## config.mk

```make
export PLATFORM = sky130hd
export DESIGN_NAME = rr_mem_arbiter_flat
export DESIGN_NICKNAME = d
export VERILOG_FILES = /design/src/rtl/rr_mem_arbiter_if.sv /design/src/rtl/rr_mem_arbiter.sv /design/src/flat_wrapper.sv
export SDC_FILE = /design/constraint.sdc
export NUM_CORES = 1
export LEC_CHECK = 0
export BUFFER_PORTS_ARGS = -buffer_cell sky130_fd_sc_hd__buf_2
export CAP_MARGIN = 10
export CORE_MARGIN = 8
export CORE_UTILIZATION = 44
export DETAILED_ROUTE_END_ITERATION = 8
export HOLD_SLACK_MARGIN = 0.05
export PLACE_DENSITY = 0.75
export RECOVER_POWER = 50
export REMOVE_ABC_BUFFERS = 1
export SETUP_SLACK_MARGIN = 0.2
export SLEW_MARGIN = 20
export SYNTH_ARGS = -nofsm -noshare
export SYNTH_HDL_FRONTEND = slang
export SYNTH_SLANG_ARGS = --single-unit
```

## constraint.sdc

```tcl
create_clock -name clk -period 1.8 [get_ports clk]
set_input_delay 0.27 -clock clk [delete_from_list [all_inputs] [get_ports clk]]
set_output_delay 0.27 -clock clk [all_outputs]
set_load 0.005 [all_outputs]
```

## src/rtl/rr_mem_arbiter_if.sv

```systemverilog
// ---------------------------------------------------------------------------
// rr_mem_arbiter_if
// Bundles the four client channels and the single memory read port that
// rr_mem_arbiter serves.
//   data_req      : per-channel level-held read request (bit i = channel i)
//   data_addr     : per-channel read address, channel i at [i*AW +: AW]
//   data          : per-channel registered read data, packed like data_addr
//   data_rdy      : per-channel registered ready flag
//   grant         : one-hot owner of the memory port, zero when unowned
//   busy          : arbiter is in the middle of a transaction
//   mem_data_addr : registered memory read address
//   mem_data      : memory read data (synchronous, one cycle of latency)
// The slave modport is the arbiter's view. The master modport is the view of
// everything around it: the clients together with the memory.
// ---------------------------------------------------------------------------
interface rr_mem_arbiter_if #(
  parameter int ADDRESS_WIDTH = 8,
  parameter int DATA_WIDTH    = 8
);
  logic [3:0]                 data_req;
  logic [4*ADDRESS_WIDTH-1:0] data_addr;
  logic [4*DATA_WIDTH-1:0]    data;
  logic [3:0]                 data_rdy;
  logic [3:0]                 grant;
  logic                       busy;
  logic [ADDRESS_WIDTH-1:0]   mem_data_addr;
  logic [DATA_WIDTH-1:0]      mem_data;

  modport slave (
    input  data_req, data_addr, mem_data,
    output data, data_rdy, grant, busy, mem_data_addr
  );

  modport master (
    output data_req, data_addr, mem_data,
    input  data, data_rdy, grant, busy, mem_data_addr
  );
endinterface

```

## src/rtl/rr_mem_arbiter.sv

```systemverilog
// ---------------------------------------------------------------------------
// rr_mem_arbiter
// Shares one synchronous memory read port between four channels using
// round-robin arbitration. Each read takes three cycles:
//   IDLE    : pick a channel and register its address
//   ISSUE   : the memory samples the address
//   CAPTURE : latch the memory data for the channel
// Ports:
//   clk  : single clock, all state changes on the rising edge
//   rst  : synchronous active-high reset
//   bus  : rr_mem_arbiter_if.slave, which carries the channel and memory signals
// ---------------------------------------------------------------------------
module rr_mem_arbiter #(
  parameter int ADDRESS_WIDTH = 8,
  parameter int DATA_WIDTH    = 8
) (
  input logic            clk,
  input logic            rst,
  rr_mem_arbiter_if.slave bus
);

  typedef enum logic [1:0] {IDLE, ISSUE, CAPTURE} state_t;

  state_t                     state_q;
  logic [1:0]                 last_q;
  logic [1:0]                 gntIdx_q;
  logic [3:0]                 grant_q;
  logic [3:0]                 rdy_q;
  logic [3:0]                 rdy_d;
  logic [ADDRESS_WIDTH-1:0]   addr_q;
  logic [4*DATA_WIDTH-1:0]    data_q;

  logic [3:0]                 outstanding_d;
  logic                       pickValid_d;
  logic [1:0]                 pickIdx_d;
  logic [1:0]                 cand_d;

  // Round-robin search. The loop walks the offsets from 4 down to 1, so the
  // smallest offset that is outstanding is assigned last and wins. An offset
  // of 4 wraps back onto the last winner, which therefore has the lowest
  // priority.
  always_comb begin
    outstanding_d = bus.data_req & ~rdy_q;
    pickValid_d   = 1'b0;
    pickIdx_d     = last_q;
    cand_d        = last_q;
    for (int k = 4; k >= 1; k--) begin
      cand_d = last_q + 2'(k);
      if (outstanding_d[cand_d]) begin
        pickValid_d = 1'b1;
        pickIdx_d   = cand_d;
      end
    end
  end

  // A ready flag clears as soon as its request drops. A completed capture
  // sets the flag of the channel that owns the port. The capture only
  // happens while that channel's request is high, so it never conflicts
  // with the clear.
  always_comb begin
    rdy_d = rdy_q & bus.data_req;
    if (state_q == CAPTURE && bus.data_req[gntIdx_q]) begin
      rdy_d[gntIdx_q] = 1'b1;
    end
  end

  // This is the main FSM. Reset takes priority over every other update. If
  // the owner's request drops in ISSUE or CAPTURE, the transaction is
  // abandoned: the FSM returns to IDLE and data and last are left untouched.
  always_ff @(posedge clk) begin
    if (rst) begin
      state_q  <= IDLE;
      last_q   <= 2'd3;
      gntIdx_q <= 2'd0;
      grant_q  <= 4'b0000;
      rdy_q    <= 4'b0000;
      addr_q   <= '0;
      data_q   <= '0;
    end else begin
      rdy_q <= rdy_d;
      case (state_q)
        IDLE: begin
          if (pickValid_d) begin
            addr_q   <= bus.data_addr[32'(pickIdx_d)*ADDRESS_WIDTH +: ADDRESS_WIDTH];
            gntIdx_q <= pickIdx_d;
            grant_q  <= 4'b0001 << pickIdx_d;
            state_q  <= ISSUE;
          end else begin
            grant_q <= 4'b0000;
          end
        end
        ISSUE: begin
          if (bus.data_req[gntIdx_q]) begin
            state_q <= CAPTURE;
          end else begin
            grant_q <= 4'b0000;
            state_q <= IDLE;
          end
        end
        CAPTURE: begin
          if (bus.data_req[gntIdx_q]) begin
            data_q[32'(gntIdx_q)*DATA_WIDTH +: DATA_WIDTH] <= bus.mem_data;
            last_q <= gntIdx_q;
          end
          grant_q <= 4'b0000;
          state_q <= IDLE;
        end
        default: begin
          grant_q <= 4'b0000;
          state_q <= IDLE;
        end
      endcase
    end
  end

  assign bus.data          = data_q;
  assign bus.data_rdy      = rdy_q;
  assign bus.grant         = grant_q;
  assign bus.busy          = (state_q != IDLE);
  assign bus.mem_data_addr = addr_q;

endmodule

```

## src/flat_wrapper.sv

```systemverilog
// flat-port wrapper written by rule: the top's interface ports become plain ports
module rr_mem_arbiter_flat 
#(
  parameter int ADDRESS_WIDTH = 8,
  parameter int DATA_WIDTH    = 8
)
  (clk, rst, bus_data_req, bus_data_addr, bus_mem_data, bus_data, bus_data_rdy, bus_grant, bus_busy, bus_mem_data_addr);
  rr_mem_arbiter_if #(.ADDRESS_WIDTH(ADDRESS_WIDTH), .DATA_WIDTH(DATA_WIDTH)) bus_i ();
  input logic clk;
  input logic rst;
  input wire logic [$bits(bus_i.data_req)-1:0] bus_data_req;
  input wire logic [$bits(bus_i.data_addr)-1:0] bus_data_addr;
  input wire logic [$bits(bus_i.mem_data)-1:0] bus_mem_data;
  output wire logic [$bits(bus_i.data)-1:0] bus_data;
  output wire logic [$bits(bus_i.data_rdy)-1:0] bus_data_rdy;
  output wire logic [$bits(bus_i.grant)-1:0] bus_grant;
  output wire logic [$bits(bus_i.busy)-1:0] bus_busy;
  output wire logic [$bits(bus_i.mem_data_addr)-1:0] bus_mem_data_addr;
  assign bus_i.data_req = bus_data_req;
  assign bus_i.data_addr = bus_data_addr;
  assign bus_i.mem_data = bus_mem_data;
  assign bus_data = bus_i.data;
  assign bus_data_rdy = bus_i.data_rdy;
  assign bus_grant = bus_i.grant;
  assign bus_busy = bus_i.busy;
  assign bus_mem_data_addr = bus_i.mem_data_addr;
  rr_mem_arbiter #(.ADDRESS_WIDTH(ADDRESS_WIDTH), .DATA_WIDTH(DATA_WIDTH)) u_core (.clk(clk), .rst(rst), .bus(bus_i));
endmodule
```

# After elaboration in Yosys (flattened, before gate mapping)
# Cells that the tools add are included.
[totals] in_bits=46 out_inout_bits=49 word_cells=62 register_bits=54
[classes] n_eq_ne=4 n_shift=4 bitwise_logic=4 magnitude_cmp=6 n_addsub=4 reduce_logical=6 mux=27
[ops] cell="5-bit negator with 34-bit output" count=1
[ops] cell="8-bit by 34-bit variable shift with 32-bit output (first input constant)" count=1
[ops] cell="8-bit by 34-bit indexed part select with 32-bit output" count=1
[ops] cell="32-bit bitwise mux" count=1
[ops] cell="32-bit by 6-bit indexed part select with 8-bit output" count=1
[ops] cell="2-bit by 3-bit < comparator with 1-bit output (second input constant)" count=5
[ops] cell="4-bit 2-to-1 mux" count=3
[ops] cell="1-bit binary-select mux with 2-bit select" count=5
[ops] cell="1-bit 2-to-1 mux" count=10
[ops] cell="2-bit 2-to-1 mux" count=5
[ops] cell="4-bit AND" count=2
[ops] cell="4-bit one-hot mux with 2 select lines" count=1
[ops] cell="2-bit adder (second input constant)" count=2
[ops] cell="4-bit inverter" count=1
[ops] cell="4-bit OR" count=1
[ops] cell="2-bit one-hot mux with 2 select lines" count=1
[ops] cell="2-bit AND reduction" count=2
[ops] cell="1-bit by 2-bit left shift with 4-bit output (first input constant)" count=1
[ops] cell="2-bit by 1-bit adder with 2-bit output (second input constant)" count=1
[ops] cell="1-bit demux with 2-bit select" count=1
[ops] cell="2-bit by 1-bit equality test with 1-bit output (second input constant)" count=1
[ops] cell="2-bit equality test (second input constant)" count=1
[ops] cell="2-bit by 1-bit >= comparator with 1-bit output (second input constant)" count=1
[ops] cell="1-bit logical AND" count=2
[ops] cell="other kinds (4)" count=4

# Depth between registers and ports, before layout
[logic_depth] word_depth=10 mapped_depth=8 depth_no_buf=6

# Least setup slack after synthesis
# Ideal clock, no wire load.
[synth_timing] path_kind="reg-to-reg" start="reg u_core.gntIdx_q[0]" end="reg u_core.data_q[3], in the netlist u_core.bus.data[3]" synth_period_minus_slack_ns=1.853 setup_ns=0.071 arrival_ns=1.782 stages_incl_launch_ff=7 required_ns=1.729 n_path_buf=1 setup_slack_ns=-0.053 path_cell_list="dfxtp_1 -> clkbuf_2 -> inv_1 -> ha_1 -> nor3b_1 -> nand3_1 -> a21oi_1"
[synth_between] elab_chain_len=3 word_cells_on_any_way=7 classes_between="add/sub: 1; shift: 2; mux: 3; reduce/logical: 1"
[synth_lines] item="start, declared" line_no="rr_mem_arbiter.sv:26" text="logic [1:0] gntIdx_q;"
[synth_lines] item="start signal, assigned" line_no="rr_mem_arbiter.sv:85" text="gntIdx_q <= pickIdx_d;"
[synth_lines] item="5-bit negator with 34-bit output / 1-bit binary-select mux with 2-bit select (equally long branches)" line_no="rr_mem_arbiter.sv:102, rr_mem_arbiter.sv:101"
[synth_lines] item="8-bit by 34-bit indexed part select with 32-bit output, or another cell as far along" line_no="rr_mem_arbiter.sv:102" text="data_q[32'(gntIdx_q)*DATA_WIDTH +: DATA_WIDTH] <= bus.mem_data;"
[synth_lines] item="32-bit bitwise mux / 2-bit AND reduction (equally long branches)"
[synth_lines] item="end signal, assigned by index" line_no="rr_mem_arbiter.sv:102"
[synth_lines] item="end, declared" line_no="rr_mem_arbiter.sv:31" text="logic [4*DATA_WIDTH-1:0] data_q;"
# Several ways; a longest one is shown, not always the timed one. The select of a mux whose other input is x is not followed.
# A chain may end at the register's enable or synchronous reset.

# Worst setup path in the final report
[layout_timing] start="reg u_core.gntIdx_q[1]" end="reg u_core.data_q[31], in the netlist u_core.bus.data[31]"
# The elaborated chain is that of the path after synthesis.

==> results.md <==
Synthesis:
- The yosys synthesis warning count is 0.
- The number of synthesized register bits is 54.
- The average size of a mapped cell is 9.51 µm².
- The share of the Yosys chip area taken by registers is 42.2%.
- The cell count after synthesis is 269.
- The mapped cell area is 0.00256 mm².
- The number of distinct library cells after synthesis is 37.

Hold path:
- The start point of the worst min-delay path is bus_data_req[2].
- The worst hold path passes through 3 cells.
- The path type of the worst min-delay path is in2reg.
- The hold-critical path endpoint is u_core.bus.data_rdy[2].

Timing:
- Headroom to the max-slew limit came out at ~66%.
- The final period utilization is 97.0%.
- The number of endpoints with negative hold slack in the final report came to 0.
- Adding up every negative setup slack in the final design gives 0 ps.
- The time the final worst path needs with I/O delays and setup is 1750 ps.
- Setup repair after global routing could not meet its margin everywhere.
- The total count of max-transition violations in the final report is 0.
- For the pin with the worst max-slew slack, the measured transition is 515 ps.
- Clock skew on the completed layout was measured at 5.24 ps.
- For this run, the top clock speed supported by timing is between 500 and 600 MHz.
- Setup violations remaining at the end of the flow were counted as 0.
- After layout, the worst setup slack is 54.7 ps.

Route:
- The first detailed-routing pass took 4 iterations.
- The number of DRC violations after detailed routing is 0.
- The wire length after detailed routing is about 7400 µm.
- For this block, the initial DRC count from the detailed router was slightly below 100.
- The number of nets with antenna violations after detailed routing is 0.
- Across all layers, the routed design uses 2409 vias.
- The average detailed-routed wire length per instance is ~16 µm.
- The number of vias per cell is approximately 5.2.

Global routing:
- The first global-routing pass estimated 11300 µm of wire.
- Global routing consumed, over all layers together, 16.1% of the routing resources.
- The number of antenna violations at the first check in global routing was 0.
- The via count of the first global-routing pass is 2457.
- Global routing finished with a remaining overflow of 0.
- Entering global routing, the biggest net connects 41 pins.

Critical path:
- For the worst setup path, the data required time is 1980 ps.
- The endpoint class of the critical path is a flop.
- The critical register-to-register path startpoint is u_core.gntIdx_q[1].
- By startpoint and endpoint, the worst setup path is classified as reg2reg.
- The worst path arrival time is 1930 ps.
- The setup slack of the worst register-to-register path is 50 ps.
- In this run the worst path has a maximum fanout of 8.
- STA classifies the critical path startpoint as a flop.
- The endpoint of the most critical register-to-register path is u_core.bus.data[31].
- For the worst flop-to-flop path, the logic depth is 5.

Finish:
- From synthesis to final layout, the design area changed by 48.1%.
- The most common cell after layout, fill and taps aside is buf_2.
- The number of antenna diodes in the final layout is 0.
- The final layout contains ~440 nets.
- The fraction of layout cells with a size suffix above 1 is 49.6%.
- In the layout the commonest cells are 59 x buf_2, 51 x dfxtp_1, 35 x clkbuf_1.
- The final cell count without fillers is 463.
- The final core utilization is 68.0%.

Floorplan:
- In this run the core area contains 27 standard-cell rows.
- The full die area is 0.00851 mm².
- In this run the count of I/O pins placed on the die edge is 95.
- The die is 92.3 µm wide.
- Once the floorplan was initialized, standard cells occupied 45.9% of the core.
- Measured along the y axis, the die boundary spans 92.3 µm.
- The total area inside the core boundary comes to 0.00557 mm².

Placed design:
- Timing analysis after detailed placement gives a worst setup slack of -65.6 ps.
- Summed over all nets, the half-perimeter wirelength after detailed placement is 5070 µm.
- During placement, the flow inserted port buffers numbering 94.
- The routability-driven placement congestion ratio is approximately 0.83.
- The number of placed instances, taps included is roughly 440.

Clocking:
- The TritonCTS clock tree is yes.
- The count of clock tree sinks is 54.
- At the later pin of the worst-skew pair, clock insertion delay measures 310 ps.
- The buffer depth of the longest clock path is 2.
- The TritonCTS buffer count is 5.
- In this run the number of H-tree levels came out at 2.
- The number of buffers added to fix hold violations after cts is 0.
- Clock-pin slew was measured on the worst setup and hold paths at 100 ps.
- The tree is rooted in a clkbuf_8.

Power:
- After layout, the design draws a total of 2.70 mW.
- The worst vdd rail ir drop is 0.400 mV.
- The power density over cell area is 713 mW/mm².
- Summed over all cells, the static leakage comes to approximately 1.4 nW.

Outcome:
- The run finished with clean final reports.

Job:
- The max-cap violation count is 0.
==> sequential cells by signal, indices dropped and copies added (netlist names) <==
register,cells
u_core.bus.grant,4
u_core.bus.data_rdy,4
u_core.bus.mem_data_addr,8
u_core.bus.data,32
u_core.state_q,2
u_core.gntIdx_q,2
u_core.last_q,2
==> critical path, cell delays in order, from the launching register on <==
cell and delay, ps:
dfxtp_2 360, mux4_2 510, and3b_2 310, and2_4 230, nand3_1 140, a21oi_2 70
==> repair_timing <==
item	4_1_cts	5_1_grt
endpoints found under the setup margin	48	52
gates cloned	2	0
resized for setup	56	65
buffers inserted	7	7
pin swaps	31	29
==> synthesized netlist by cell type <==
| master | n | share of area [%] |
|---|---|---|
| o22a_1 | 1 | 0.34 |
| o31ai_1 | 2 | 0.59 |
| nor3b_1 | 4 | 1.2 |
| buf_4 | 1 | 0.29 |
| and3b_1 | 1 | 0.34 |
| nand3_1 | 32 | 6.3 |
| or2b_4 | 1 | 0.44 |
| a211o_1 | 2 | 0.68 |
| a211oi_1 | 1 | 0.29 |
| o211ai_4 | 1 | 0.83 |
| dfxtp_1 | 54 | 42 |
| o22ai_1 | 1 | 0.24 |
| and3_1 | 1 | 0.24 |
| mux2i_1 | 26 | 10 |
| a32o_1 | 2 | 0.78 |
| mux4_2 | 1 | 0.88 |
| nor2_1 | 10 | 1.5 |
| nand2_8 | 4 | 3.1 |
| a22oi_1 | 4 | 1.2 |
| inv_1 | 4 | 0.59 |
| ha_1 | 8 | 3.9 |
| and2b_1 | 1 | 0.29 |
| clkbuf_2 | 1 | 0.20 |
| a21oi_1 | 33 | 6.5 |
| and2_1 | 4 | 0.98 |
| or2_2 | 1 | 0.24 |
| nand2b_1 | 2 | 0.49 |
| nor2b_1 | 5 | 1.2 |
| nand2_1 | 35 | 5.1 |
| clkbuf_1 | 5 | 0.73 |
| nor3_1 | 1 | 0.20 |
| buf_6 | 7 | 3.1 |
| buf_12 | 2 | 1.6 |
| buf_1 | 1 | 0.15 |
| a22o_1 | 8 | 2.7 |
| o21ai_0 | 1 | 0.20 |
| a31oi_1 | 1 | 0.24 |
==> worst max-delay path by stage <==
stage                                 from  cells past startpoint                          end
global placement           bus_data_req[2]                      8  u_core.bus.mem_data_addr[6]
finish                  u_core.gntIdx_q[1]                      5          u_core.bus.data[31]
global route            u_core.gntIdx_q[1]                      6          u_core.bus.data[16]
CTS                 u_core.bus.data_rdy[1]                      8  u_core.bus.mem_data_addr[1]
detailed placement         bus_data_req[2]                      8  u_core.bus.mem_data_addr[3]
floorplan                 u_core.last_q[0]                      6  u_core.bus.mem_data_addr[6]
==> cell families (layout without fill, tap and decap cells) <==
kind of cell	after synthesis	count (layout)	share of synthesized area, %
buf+inv	21	143	6.60
simple gates	102	102	21.6
flops	54	54	42.2
mux	27	27	11.1
compound gates	57	57	14.6
fa+ha+maj	8	8	3.91
==> metal layers <==
metal  vias to the layer above  GRT usage [%]  wire length, µm
li1                       1185              -                -
met2                        93           26.8             3480
met3                        11           6.60              642
met4                         0           5.23              113
met5                         -              0                0
met1                      1120           18.3             3170
==> through the flow <==
step | hold slack [ps] | area (µm²)
final | 258 | 3790
after global routing | 267 | 3790
after global placement | 434 | 3140
after CTS | 244 | 3530
after floorplan | 339 | 2400
after detailed placement | 439 | 3140
==> cell type report <==
class	count	area (µm²)
well taps	72	90.1
fillers	449	1780
flip-flops and latches	54	1090
clock inverters	2	37.5
repair buffers	131	774
inverters	4	18.8
clock buffers	6	72.6
multi-input cells	194	1710
==> where the power goes <==
group	switching [mW]	total [mW]	internal, mW
Sequential	0.0275	1.27	1.24
Combinational	0.313	0.619	0.306
Clock	0.401	0.816	0.416
(Power assumes the default switching activity.)
